## config.mk

```make
export PLATFORM = sky130hd
export DESIGN_NAME = instr_encoder
export DESIGN_NICKNAME = d
export VERILOG_FILES = /design/src/rtl/instr_encoder.sv
export SDC_FILE = /design/constraint.sdc
export NUM_CORES = 1
export LEC_CHECK = 0
export ABC_AREA = 1
export ABC_CLOCK_PERIOD_IN_PS = 5500
export BUFFER_PORTS_ARGS = -buffer_cell sky130_fd_sc_hd__buf_2
export CORE_ASPECT_RATIO = 0.8
export CORE_UTILIZATION = 40
export DETAILED_ROUTE_END_ITERATION = 12
export PLACE_DENSITY = 0.73
export SLEW_MARGIN = 30
export SYNTH_ARGS = -nofsm -noshare
export SYNTH_HDL_FRONTEND = slang
export SYNTH_SLANG_ARGS = --single-unit
```

## constraint.sdc

```tcl
create_clock -name clk -period 5.5 [get_ports clk]
set_input_delay 0.55 -clock clk [delete_from_list [all_inputs] [get_ports clk]]
set_output_delay 0.55 -clock clk [all_outputs]
set_load 0.02 [all_outputs]
```

## src/rtl/instr_encoder.sv

```systemverilog
// instr_encoder: turns field-level instruction requests into 32-bit MIPS words
// and writes them sequentially into instruction memory. LI is expanded into
// LUI+ORI when its upper half is non-zero, otherwise it becomes a single ORI.
// All outputs are registered except that req_ready is gated by clear so that
// a clear always wins over a simultaneous request.

module instr_encoder #(
    parameter int ADDR_W    = 8,
    parameter int BASE_ADDR = 0,
    parameter int DEPTH     = 256
) (
    input  logic              clk,
    input  logic              reset,
    input  logic              clear,
    input  logic              req_valid,
    output logic              req_ready,
    input  logic [3:0]        req_kind,
    input  logic [4:0]        req_rs,
    input  logic [4:0]        req_rt,
    input  logic [4:0]        req_rd,
    input  logic [4:0]        req_shamt,
    input  logic [5:0]        req_funct,
    input  logic [31:0]       req_imm,
    output logic              mem_we,
    output logic [ADDR_W-1:0] mem_addr,
    output logic [31:0]       mem_wdata,
    output logic [ADDR_W:0]   word_cnt,
    output logic              full,
    output logic              err_illegal,
    output logic              err_overflow
);

    localparam int CNT_W = ADDR_W + 1;

    // Word counter reaches DEPTH at most, which fits in ADDR_W+1 bits.
    localparam logic [CNT_W-1:0]  DEPTH_C = CNT_W'(DEPTH);
    localparam logic [ADDR_W-1:0] BASE_C  = ADDR_W'(BASE_ADDR);

    // Request kinds
    localparam logic [3:0] KIND_R    = 4'd0;
    localparam logic [3:0] KIND_ADDI = 4'd1;
    localparam logic [3:0] KIND_ORI  = 4'd2;
    localparam logic [3:0] KIND_ANDI = 4'd3;
    localparam logic [3:0] KIND_LUI  = 4'd4;
    localparam logic [3:0] KIND_LW   = 4'd5;
    localparam logic [3:0] KIND_SW   = 4'd6;
    localparam logic [3:0] KIND_BEQ  = 4'd7;
    localparam logic [3:0] KIND_BNE  = 4'd8;
    localparam logic [3:0] KIND_J    = 4'd9;
    localparam logic [3:0] KIND_JAL  = 4'd10;
    localparam logic [3:0] KIND_LI   = 4'd11;

    // MIPS primary opcodes
    localparam logic [5:0] OP_RTYPE = 6'h00;
    localparam logic [5:0] OP_J     = 6'h02;
    localparam logic [5:0] OP_JAL   = 6'h03;
    localparam logic [5:0] OP_BEQ   = 6'h04;
    localparam logic [5:0] OP_BNE   = 6'h05;
    localparam logic [5:0] OP_ADDI  = 6'h08;
    localparam logic [5:0] OP_ANDI  = 6'h0c;
    localparam logic [5:0] OP_ORI   = 6'h0d;
    localparam logic [5:0] OP_LUI   = 6'h0f;
    localparam logic [5:0] OP_LW    = 6'h23;
    localparam logic [5:0] OP_SW    = 6'h2b;

    typedef enum logic [1:0] {
        ST_IDLE    = 2'd0,
        ST_EMIT    = 2'd1,
        ST_EMIT_HI = 2'd2,
        ST_EMIT_LO = 2'd3
    } state_t;

    // I-type word: opcode, rs, rt, 16-bit immediate
    function automatic logic [31:0] enc_itype(
        input logic [5:0]  op,
        input logic [4:0]  rs,
        input logic [4:0]  rt,
        input logic [15:0] imm16
    );
        return {op, rs, rt, imm16};
    endfunction

    // J-type word: opcode plus word index of the byte target
    function automatic logic [31:0] enc_jtype(
        input logic [5:0]  op,
        input logic [31:0] byte_target
    );
        return {op, byte_target[27:2]};
    endfunction

    state_t            state_q, state_d;
    logic              mem_we_q, mem_we_d;
    logic [ADDR_W-1:0] mem_addr_q, mem_addr_d;
    logic [31:0]       mem_wdata_q, mem_wdata_d;
    logic [31:0]       pend_word_q, pend_word_d;
    logic [CNT_W-1:0]  word_cnt_q, word_cnt_d;
    logic              full_q, full_d;
    logic              err_illegal_q, err_illegal_d;
    logic              err_overflow_q, err_overflow_d;
    logic              req_ready_q, req_ready_d;

    logic [31:0]       first_word_s;
    logic [31:0]       second_word_s;
    logic              two_word_s;
    logic              illegal_s;
    logic [CNT_W-1:0]  free_s;
    logic              overflow_s;
    logic              accept_s;

    // Encode the current request fields into one or two instruction words
    always_comb begin
        first_word_s  = 32'h0000_0000;
        second_word_s = 32'h0000_0000;
        two_word_s    = 1'b0;
        illegal_s     = 1'b0;
        case (req_kind)
            KIND_R:    first_word_s = {OP_RTYPE, req_rs, req_rt, req_rd, req_shamt, req_funct};
            KIND_ADDI: first_word_s = enc_itype(OP_ADDI, req_rs, req_rt, req_imm[15:0]);
            KIND_ORI:  first_word_s = enc_itype(OP_ORI,  req_rs, req_rt, req_imm[15:0]);
            KIND_ANDI: first_word_s = enc_itype(OP_ANDI, req_rs, req_rt, req_imm[15:0]);
            KIND_LUI:  first_word_s = enc_itype(OP_LUI,  5'd0,   req_rt, req_imm[15:0]);
            KIND_LW:   first_word_s = enc_itype(OP_LW,   req_rs, req_rt, req_imm[15:0]);
            KIND_SW:   first_word_s = enc_itype(OP_SW,   req_rs, req_rt, req_imm[15:0]);
            KIND_BEQ:  first_word_s = enc_itype(OP_BEQ,  req_rs, req_rt, req_imm[15:0]);
            KIND_BNE:  first_word_s = enc_itype(OP_BNE,  req_rs, req_rt, req_imm[15:0]);
            KIND_J:    first_word_s = enc_jtype(OP_J,   req_imm);
            KIND_JAL:  first_word_s = enc_jtype(OP_JAL, req_imm);
            KIND_LI: begin
                if (req_imm[31:16] == 16'h0000) begin
                    // Small constant: a single ORI from $0 is enough
                    first_word_s = enc_itype(OP_ORI, 5'd0, req_rt, req_imm[15:0]);
                end else begin
                    two_word_s    = 1'b1;
                    first_word_s  = enc_itype(OP_LUI, 5'd0,   req_rt, req_imm[31:16]);
                    second_word_s = enc_itype(OP_ORI, req_rt, req_rt, req_imm[15:0]);
                end
            end
            default:   illegal_s = 1'b1;
        endcase
    end

    // Handshake and capacity checks for the incoming request
    always_comb begin
        req_ready  = req_ready_q & ~clear;
        accept_s   = req_valid & req_ready & (state_q == ST_IDLE);
        free_s     = DEPTH_C - word_cnt_q;
        overflow_s = two_word_s & (free_s == CNT_W'(1));
    end

    // Next-state and registered-output computation
    always_comb begin
        state_d        = state_q;
        mem_we_d       = 1'b0;
        mem_wdata_d    = mem_wdata_q;
        pend_word_d    = pend_word_q;
        word_cnt_d     = word_cnt_q;
        err_illegal_d  = err_illegal_q;
        err_overflow_d = err_overflow_q;
        case (state_q)
            ST_IDLE: begin
                if (clear) begin
                    word_cnt_d     = {CNT_W{1'b0}};
                    err_illegal_d  = 1'b0;
                    err_overflow_d = 1'b0;
                end else if (accept_s) begin
                    if (illegal_s) begin
                        // Consume the request, write nothing
                        err_illegal_d = 1'b1;
                        state_d       = ST_EMIT;
                    end else if (overflow_s) begin
                        // LI needs two slots but only one is left
                        err_overflow_d = 1'b1;
                        state_d        = ST_EMIT;
                    end else if (two_word_s) begin
                        mem_we_d    = 1'b1;
                        mem_wdata_d = first_word_s;
                        pend_word_d = second_word_s;
                        state_d     = ST_EMIT_HI;
                    end else begin
                        mem_we_d    = 1'b1;
                        mem_wdata_d = first_word_s;
                        state_d     = ST_EMIT;
                    end
                end else begin
                    state_d = ST_IDLE;
                end
            end
            ST_EMIT: begin
                // A rejected request passes through here with no strobe
                if (mem_we_q) begin
                    word_cnt_d = word_cnt_q + CNT_W'(1);
                end else begin
                    word_cnt_d = word_cnt_q;
                end
                state_d = ST_IDLE;
            end
            ST_EMIT_HI: begin
                word_cnt_d  = word_cnt_q + CNT_W'(1);
                mem_we_d    = 1'b1;
                mem_wdata_d = pend_word_q;
                state_d     = ST_EMIT_LO;
            end
            ST_EMIT_LO: begin
                word_cnt_d = word_cnt_q + CNT_W'(1);
                state_d    = ST_IDLE;
            end
            default: begin
                state_d = ST_IDLE;
            end
        endcase
        // The address always tracks the next free slot, so the LO word
        // automatically lands one above the HI word.
        mem_addr_d  = BASE_C + word_cnt_d[ADDR_W-1:0];
        full_d      = (word_cnt_d == DEPTH_C);
        req_ready_d = (state_d == ST_IDLE) & ~full_d;
    end

    // State and output registers with synchronous reset
    always_ff @(posedge clk) begin
        if (reset) begin
            state_q        <= ST_IDLE;
            mem_we_q       <= 1'b0;
            mem_addr_q     <= BASE_C;
            mem_wdata_q    <= 32'h0000_0000;
            pend_word_q    <= 32'h0000_0000;
            word_cnt_q     <= {CNT_W{1'b0}};
            full_q         <= 1'b0;
            err_illegal_q  <= 1'b0;
            err_overflow_q <= 1'b0;
            req_ready_q    <= 1'b1;
        end else begin
            state_q        <= state_d;
            mem_we_q       <= mem_we_d;
            mem_addr_q     <= mem_addr_d;
            mem_wdata_q    <= mem_wdata_d;
            pend_word_q    <= pend_word_d;
            word_cnt_q     <= word_cnt_d;
            full_q         <= full_d;
            err_illegal_q  <= err_illegal_d;
            err_overflow_q <= err_overflow_d;
            req_ready_q    <= req_ready_d;
        end
    end

    // Drive outputs from their registers
    always_comb begin
        mem_we       = mem_we_q;
        mem_addr     = mem_addr_q;
        mem_wdata    = mem_wdata_q;
        word_cnt     = word_cnt_q;
        full         = full_q;
        err_illegal  = err_illegal_q;
        err_overflow = err_overflow_q;
    end

endmodule
```

==> results of run 1 <==
-- logic make-up after synthesis --
family	after synthesis	synth area share (%)
AOI/OAI and AO/OA	162	20.6
adders and majority gates	3	0.931
and+or+nand+nor	303	31.2
buffers and inverters	121	12.9
other	1	0.0930
DFF	69	34.2
-- layer usage --
layer | vias to the layer above | GRT usage, % | wire, µm
li1 | 2284 | - | -
met1 | 1925 | 35.4 | 6080
met2 | 209 | 34.8 | 5080
met3 | 18 | 6.08 | 1090
met4 | 0 | 6.71 | 179
met5 | - | 0 | 0
-- cell type report --
type                            count  area (µm²)  share of cell area (%)
Multi-Input combinational cell    469        2130                    43.7
Sequential cell                    69        1380                    28.3
Timing Repair Buffer              120         606                    12.4
Inverter                           84         315                    6.45
Clock buffer                       10         239                    4.89
Tap cell                          136         170                    3.48
Clock inverter                      6        38.8                   0.794
-- final timing paths --
check / start / end / cells after the start
worst min register to register: pend_word_q[12] / pend_word_q[12] / 2
worst min-delay path: pend_word_q[12] / pend_word_q[12] / 2
worst max register to register: mem_addr[0] / mem_wdata[12] / 14
worst max-delay path: mem_addr[0] / mem_wdata[12] / 14
-- Yosys cell counts, types with 9 or more instances --
cell type  count  area share (%)
buf_4         10             1.9
clkbuf_1      10            0.93
nor2_1        80             7.4
buf_2          9             1.1
nand3_1       40             5.0
o21ai_0       70             8.7
o21ai_1       21             2.6
nand2_1      166              15
dfxtp_1       69              34
a21oi_1       66             8.2
inv_1         79             7.4
-- power by group through the flow --
stage	Combinational [mW]	Sequential [mW]	Clock, mW
after floorplan	0.0976	0.551	0
after global placement	0.182	0.536	0
after detailed placement	0.182	0.536	0
after CTS	0.184	0.525	0.540
after global routing	0.206	0.527	0.565
final	0.186	0.525	0.535
-- state kept, by name, summed over array words and instances (netlist names) --
| signal | cells |
|---|---|
| err_illegal | 1 |
| err_overflow | 1 |
| full | 1 |
| mem_addr | 7 |
| mem_wdata | 31 |
| mem_we | 1 |
| pend_word_q | 22 |
| req_ready_q | 1 |
| state_q | 2 |
| word_cnt | 2 |
-- metrics by stage --
step                hold slack, ps  std cells  power [mW]  setup WS (ps)  util [%]
CTS                            445        894        1.25           3020      50.2
global route                   462        894        1.30           2750      50.2
global placement               434        878       0.718           3010      47.4
finish                         443        894        1.25           3010      50.2
floorplan                      424        659       0.648           3540         -
detailed placement             436        878       0.718           2970      47.4
-- worst min-delay path: cells and delay by family (launching register included) --
kind	cells	cell delay (ps)
flip-flops	1	300
buffers and inverters	1	50
AO/OA/AOI/OAI	1	50
==> impl_metrics.env, run 1 <==
export IMPL_cap_violations=0
export IMPL_fill_cells=1031
export IMPL_grt_overflow=0
export IMPL_ys_ff_latch=69
export IMPL_worstSkewPairLatency_ps=340
export IMPL_power_switching_mw=0.353
export IMPL_path_max_fanout=31
export IMPL_drc=0
export IMPL_path_clk_slew_ps=60
export IMPL_power_frac_comb_pct=14.9
export IMPL_finalCriticalPeriod_ps=2490
export IMPL_finalMaxSlewViolations=0
export IMPL_avgRoutedWirePerCell_um=13.9
export IMPL_crit_buf_inv=3
export IMPL_worst_setup_path_start_kind="flip-flop"
export IMPL_crit_family="simple AND/OR/NAND/NOR gates"
export IMPL_vias=4436
export IMPL_ys_warn_count=0
export IMPL_async_flop_share_pct=0
export IMPL_p_leak_nw=2.42
export IMPL_ant_nets=0
export IMPL_area_growth_pct=21.1
export IMPL_cts_buffers=9
export IMPL_first_pass_iters=5
export IMPL_initial_core_util_pct=41.5
export IMPL_grt_pass1_wl_um=19700
export IMPL_synth_edff_count=0
export IMPL_mostFrequentLayoutCells="nand2_1, buf_2, inv_1, nor2_1, o21ai_0"
export IMPL_critPathCaptureType="flip-flop"
export IMPL_gp_congestion=0.836
export IMPL_hpwl_um=8830
export IMPL_reg2reg_setup_slack_ps=3010
export IMPL_max_slew_margin_rel_pct=42.8
export IMPL_drt_vias_per_instance=4.96
export IMPL_clockPowerShare_pct=42.9
export IMPL_critical_path_required_ps=5730
export IMPL_grt_start_max_net_pins=46
export IMPL_fin_area_mm2=0.00488
export IMPL_rsz0062_at_grt="no"
export IMPL_ir_worst_vdd_v=0.000123
export IMPL_holdCritPathClass="reg2reg"
export IMPL_intPower_mw=0.894
export IMPL_layout_drive_gt1_share_pct=20.3
export IMPL_groute_usage_overall_pct=24.2
export IMPL_sw_frac_of_total_pct=28.3
export IMPL_clockBufferDepth=2
export IMPL_syn_num_nets=728
export IMPL_rows=32
export IMPL_cts_repair_resized=0
export IMPL_ys_flop_type="dfxtp_1"
export IMPL_critical_path_class="reg2reg"
export IMPL_final_common_cell="nand2_1"
export IMPL_p_per_area_mw_per_mm2=255
export IMPL_cts_num_sinks=69
export IMPL_syn_area_mm2=0.00403
export IMPL_die_h_um=91.8
export IMPL_hold_viol_final=0
export IMPL_synth_seq_area_share_pct=34.2
export IMPL_h_tree_depth=3
export IMPL_fin_crit_sh_pct=45.3
export IMPL_clockRootBuffer="clkbuf_16"
export IMPL_final_setup_tns_ps=0
export IMPL_place_area_mm2=0.00461
export IMPL_sequentialPowerShare_pct=42.1
export IMPL_antenna_found_initial=0
export IMPL_fin_worst_skew_ps=6.68
export IMPL_slowest_stage="dfxtp_1"
export IMPL_syn_avg_cell_area_um2=6.12
export IMPL_diodes=0
export IMPL_ctsHoldBuffers=0
export IMPL_fmax_ghz=0.401
export IMPL_dieArea_mm2=0.0105
export IMPL_setup_viol_count_final=0
export IMPL_cts_tree="done"
export IMPL_drt_total_wl_um=12400
export IMPL_status="complete, no violations"
export IMPL_synthCells=659
export IMPL_slowest_delay_ps=470
export IMPL_worst_ep_arrival_time_ps=2720
export IMPL_worstMarginPinSlew_ps=857
export IMPL_cp_common_cell="nand2_1"
export IMPL_drtIter0Drc=348
export IMPL_io_buffers=118
export IMPL_die_w_um=114
export IMPL_grt_pass1_vias=3888
export IMPL_ys_types=30
export IMPL_core_area_mm2=0.00973
export IMPL_cts_setup_buffers=0
export IMPL_ios=120
export IMPL_fin_nets=822
export IMPL_path_cells="inv_1 -> ha_1 -> inv_1 -> nand2_1 -> a21boi_0 -> nand2_1 -> nor2_2 -> nand2_2 -> nand2_4 -> nand2_4 -> inv_2 -> nor2_4 -> nand2_1 -> nand2_1"
No activity file was read; power rests on OpenSTA's default activity.
==> run 2, diff against run 1 <==
--- a/config.mk
+++ b/config.mk
@@ -5,8 +5,8 @@
 export SDC_FILE = /design/constraint.sdc
 export NUM_CORES = 1
 export LEC_CHECK = 0
-export ABC_AREA = 1
-export ABC_CLOCK_PERIOD_IN_PS = 5500
+export ABC_AREA = 0
+export ABC_CLOCK_PERIOD_IN_PS = 2310
 export BUFFER_PORTS_ARGS = -buffer_cell sky130_fd_sc_hd__buf_2
 export CORE_ASPECT_RATIO = 0.8
 export CORE_UTILIZATION = 40
==> constraint.sdc (replaced) <==
create_clock -name clk -period 2.31 [get_ports clk]
set_input_delay 0.231 -clock clk [delete_from_list [all_inputs] [get_ports clk]]
set_output_delay 0.231 -clock clk [all_outputs]
set_load 0.02 [all_outputs]
==> run 2 against run 1 <==
Compared with the run above:
- worst hold slack lost 270 ps
- setup slack lost 2800 ps
- combinational power grew to 2.9 times the previous value
- global-route usage grew 1.4 points
- via count grew 1.8%
- sequential share of layout area shrank 1.6 points
- clock power grew 140%
- critical endpoint is now req_ready_q
- largest cell class unchanged
==> impl_metrics.env, run 2 <==
export IMPL_ys_warn_count=0
export IMPL_ys_ff_latch=69
export IMPL_hpwl_um=9980
export IMPL_area_growth_pct=21.9
export IMPL_largest_register_ffs=31
export IMPL_die_h_um=94.2
export IMPL_dieArea_mm2=0.0110
export IMPL_worstMarginPinSlew_ps=712
export IMPL_status="complete, no violations"
export IMPL_finalCriticalPeriod_ps=2140
export IMPL_finalMaxSlewViolations=0
export IMPL_rsz0062_at_grt="no"
export IMPL_io_buffers=118
export IMPL_synth_top_area_share_pct=32.5
export IMPL_critical_path_class="reg2reg"
export IMPL_slowest_stage="or4_1"
export IMPL_syn_avg_cell_area_um2=8.82
export IMPL_drt_vias_per_instance=6.23
export IMPL_cts_tree="done"
export IMPL_holdCritPathClass="in2reg"
export IMPL_synthTopCellsByArea="dfxtp_1, a221oi_2, a211oi_2, a21oi_1, o21ai_0"
export IMPL_grt_overflow=0
export IMPL_multi_input_area_mm2=0.00252
export IMPL_ios=120
export IMPL_cts_setup_buffers=0
export IMPL_p_leak_nw=2.05
export IMPL_ys_flop_type="dfxtp_1"
export IMPL_place_ws_ps=45.3
export IMPL_grt_pass1_vias=4144
export IMPL_grt_start_max_net_pins=29
export IMPL_path_clk_slew_ps=50
export IMPL_worst_ep_arrival_time_ps=2350
export IMPL_ant_nets=0
export IMPL_vias=4515
export IMPL_critPathCaptureType="flip-flop"
export IMPL_cap_violations=0
export IMPL_ys_types=68
export IMPL_path_cells="buf_4 -> ha_1 -> nand3_2 -> or4_1 -> a21oi_2 -> o21ai_1 -> o32a_1"
export IMPL_crit_path_start="mem_addr[0]"
export IMPL_drt_total_wl_um=13900
export IMPL_worstSkewPairLatency_ps=330
export IMPL_ctsHoldBuffers=0
export IMPL_die_w_um=117
export IMPL_fin_nets=651
export IMPL_slowest_delay_ps=450
export IMPL_h_tree_depth=3
export IMPL_async_flop_share_pct=0
export IMPL_setup_viol_count_final=0
export IMPL_synth_edff_count=0
export IMPL_min_from="req_imm[0]"
export IMPL_gp_congestion=0.915
export IMPL_antenna_found_initial=0
export IMPL_ys_top_cells_by_count="dfxtp_1, a21oi_1, o21ai_0"
export IMPL_cts_buffers=9
export IMPL_fmax_ghz=0.468
export IMPL_max_slew_margin_rel_pct=52.5
export IMPL_core_area_mm2=0.0103
export IMPL_mostFrequentLayoutCells="buf_2, dfxtp_1, a21oi_1"
export IMPL_regArea_mm2=0.00138
export IMPL_grt_pass1_wl_um=21600
export IMPL_r2r_start="mem_addr[0]"
export IMPL_groute_usage_overall_pct=25.6
export IMPL_clockBufferDepth=2
export IMPL_crit_buf_inv=1
export IMPL_p_per_area_mw_per_mm2=592
export IMPL_cts_num_sinks=69
export IMPL_drc=0
export IMPL_synthCells=482
export IMPL_syn_area_mm2=0.00425
export IMPL_fin_crit_sh_pct=92.5
export IMPL_layout_drive_gt1_share_pct=36.9
export IMPL_hold_viol_final=0
export IMPL_fin_ws_ps=174
export IMPL_synth_area_leader_cell="dfxtp_1"
export IMPL_diodes=0
export IMPL_crit_family="compound AO/OA/AOI/OAI gates"
export IMPL_final_common_cell="buf_2"
export IMPL_fill_cells=947
export IMPL_rows=33
export IMPL_path_max_fanout=8
export IMPL_avgRoutedWirePerCell_um=19.2
export IMPL_syn_num_nets=551
export IMPL_first_pass_iters=8
export IMPL_synth_most_common_cell="dfxtp_1"
export IMPL_initial_core_util_pct=41.4
export IMPL_final_setup_tns_ps=0
export IMPL_fin_worst_skew_ps=4.21
export IMPL_synth_seq_area_share_pct=32.5
export IMPL_critical_path_required_ps=2520
export IMPL_ir_worst_vdd_v=0.000307
export IMPL_clockRootBuffer="clkbuf_16"
export IMPL_worst_setup_path_start_kind="flip-flop"
export IMPL_drtIter0Drc=640
## run 2: path summary, 6_finish.rpt
| check | endpoint | slack [ps] | cells past startpoint |
|---|---|---|---|
| max | req_ready_q | 170 | 7 |
| min reg2reg | pend_word_q[24] | 480 | 2 |
| max reg2reg | req_ready_q | 170 | 7 |
| min | pend_word_q[0] | 170 | 3 |
## run 2: layout make-up
class	count	area share, %
Clock buffer	12	4.95
Clock inverter	2	0.193
Inverter	5	0.362
Sequential cell	69	26.7
Tap cell	140	3.38
Multi-Input combinational cell	349	48.7
Timing Repair Buffer	148	15.7
## run 2: power by group
part | total (mW) | switching (mW) | leakage (nW) | internal (mW)
clock network | 1.26 | 0.494 | 0.134 | 0.769
logic | 0.542 | 0.322 | 1.35 | 0.220
registers | 1.26 | 0.0281 | 0.561 | 1.23
## run 2: worst min-delay path, cell delays in order
cell and delay (ps):
buf_2 110, nand3_1 60, a21oi_1 50
## run 2: stage by stage
step                hold WS (ps)  power, mW  util (%)  area (µm²)  cells
floorplan                    379       1.63         -        4250    482
global placement             453       1.80      47.7        4900    711
detailed placement           468       1.82      47.7        4900    711
CTS                          168       3.07      50.2        5170    725
global route                 181       3.15      50.4        5180    725
finish                       170       3.07      50.4        5180    725
## run 2: layer usage
layer  track usage, %  vias to the layer above  part of all wire (%)
li1                 -                     2064                     -
met1             34.9                     2151                    43
met2             40.3                      265                    45
met3             5.10                       35                   9.9
met4             7.59                        0                   2.0
met5                0                        -                     0
## run 2: what timing repair did
item,CTS,global route
resized for setup,0,4
setup endpoints to repair,0,26
endpoints found under the hold margin,0,0
## run 2: cell families (layout without fill, tap and decap cells)
logic type                 after synthesis  after routing  share of synthesized area [%]
and+or+nand+nor                        137            137                           18.3
AOI/OAI and AO/OA                      203            203                           38.6
xor gates and xnor gates                 5              5                           1.03
DFF                                     69             69                           32.5
buffers and inverters                   64            167                           8.56
other                                    1              1                         0.0882
adders and majority gates                3              3                          0.883
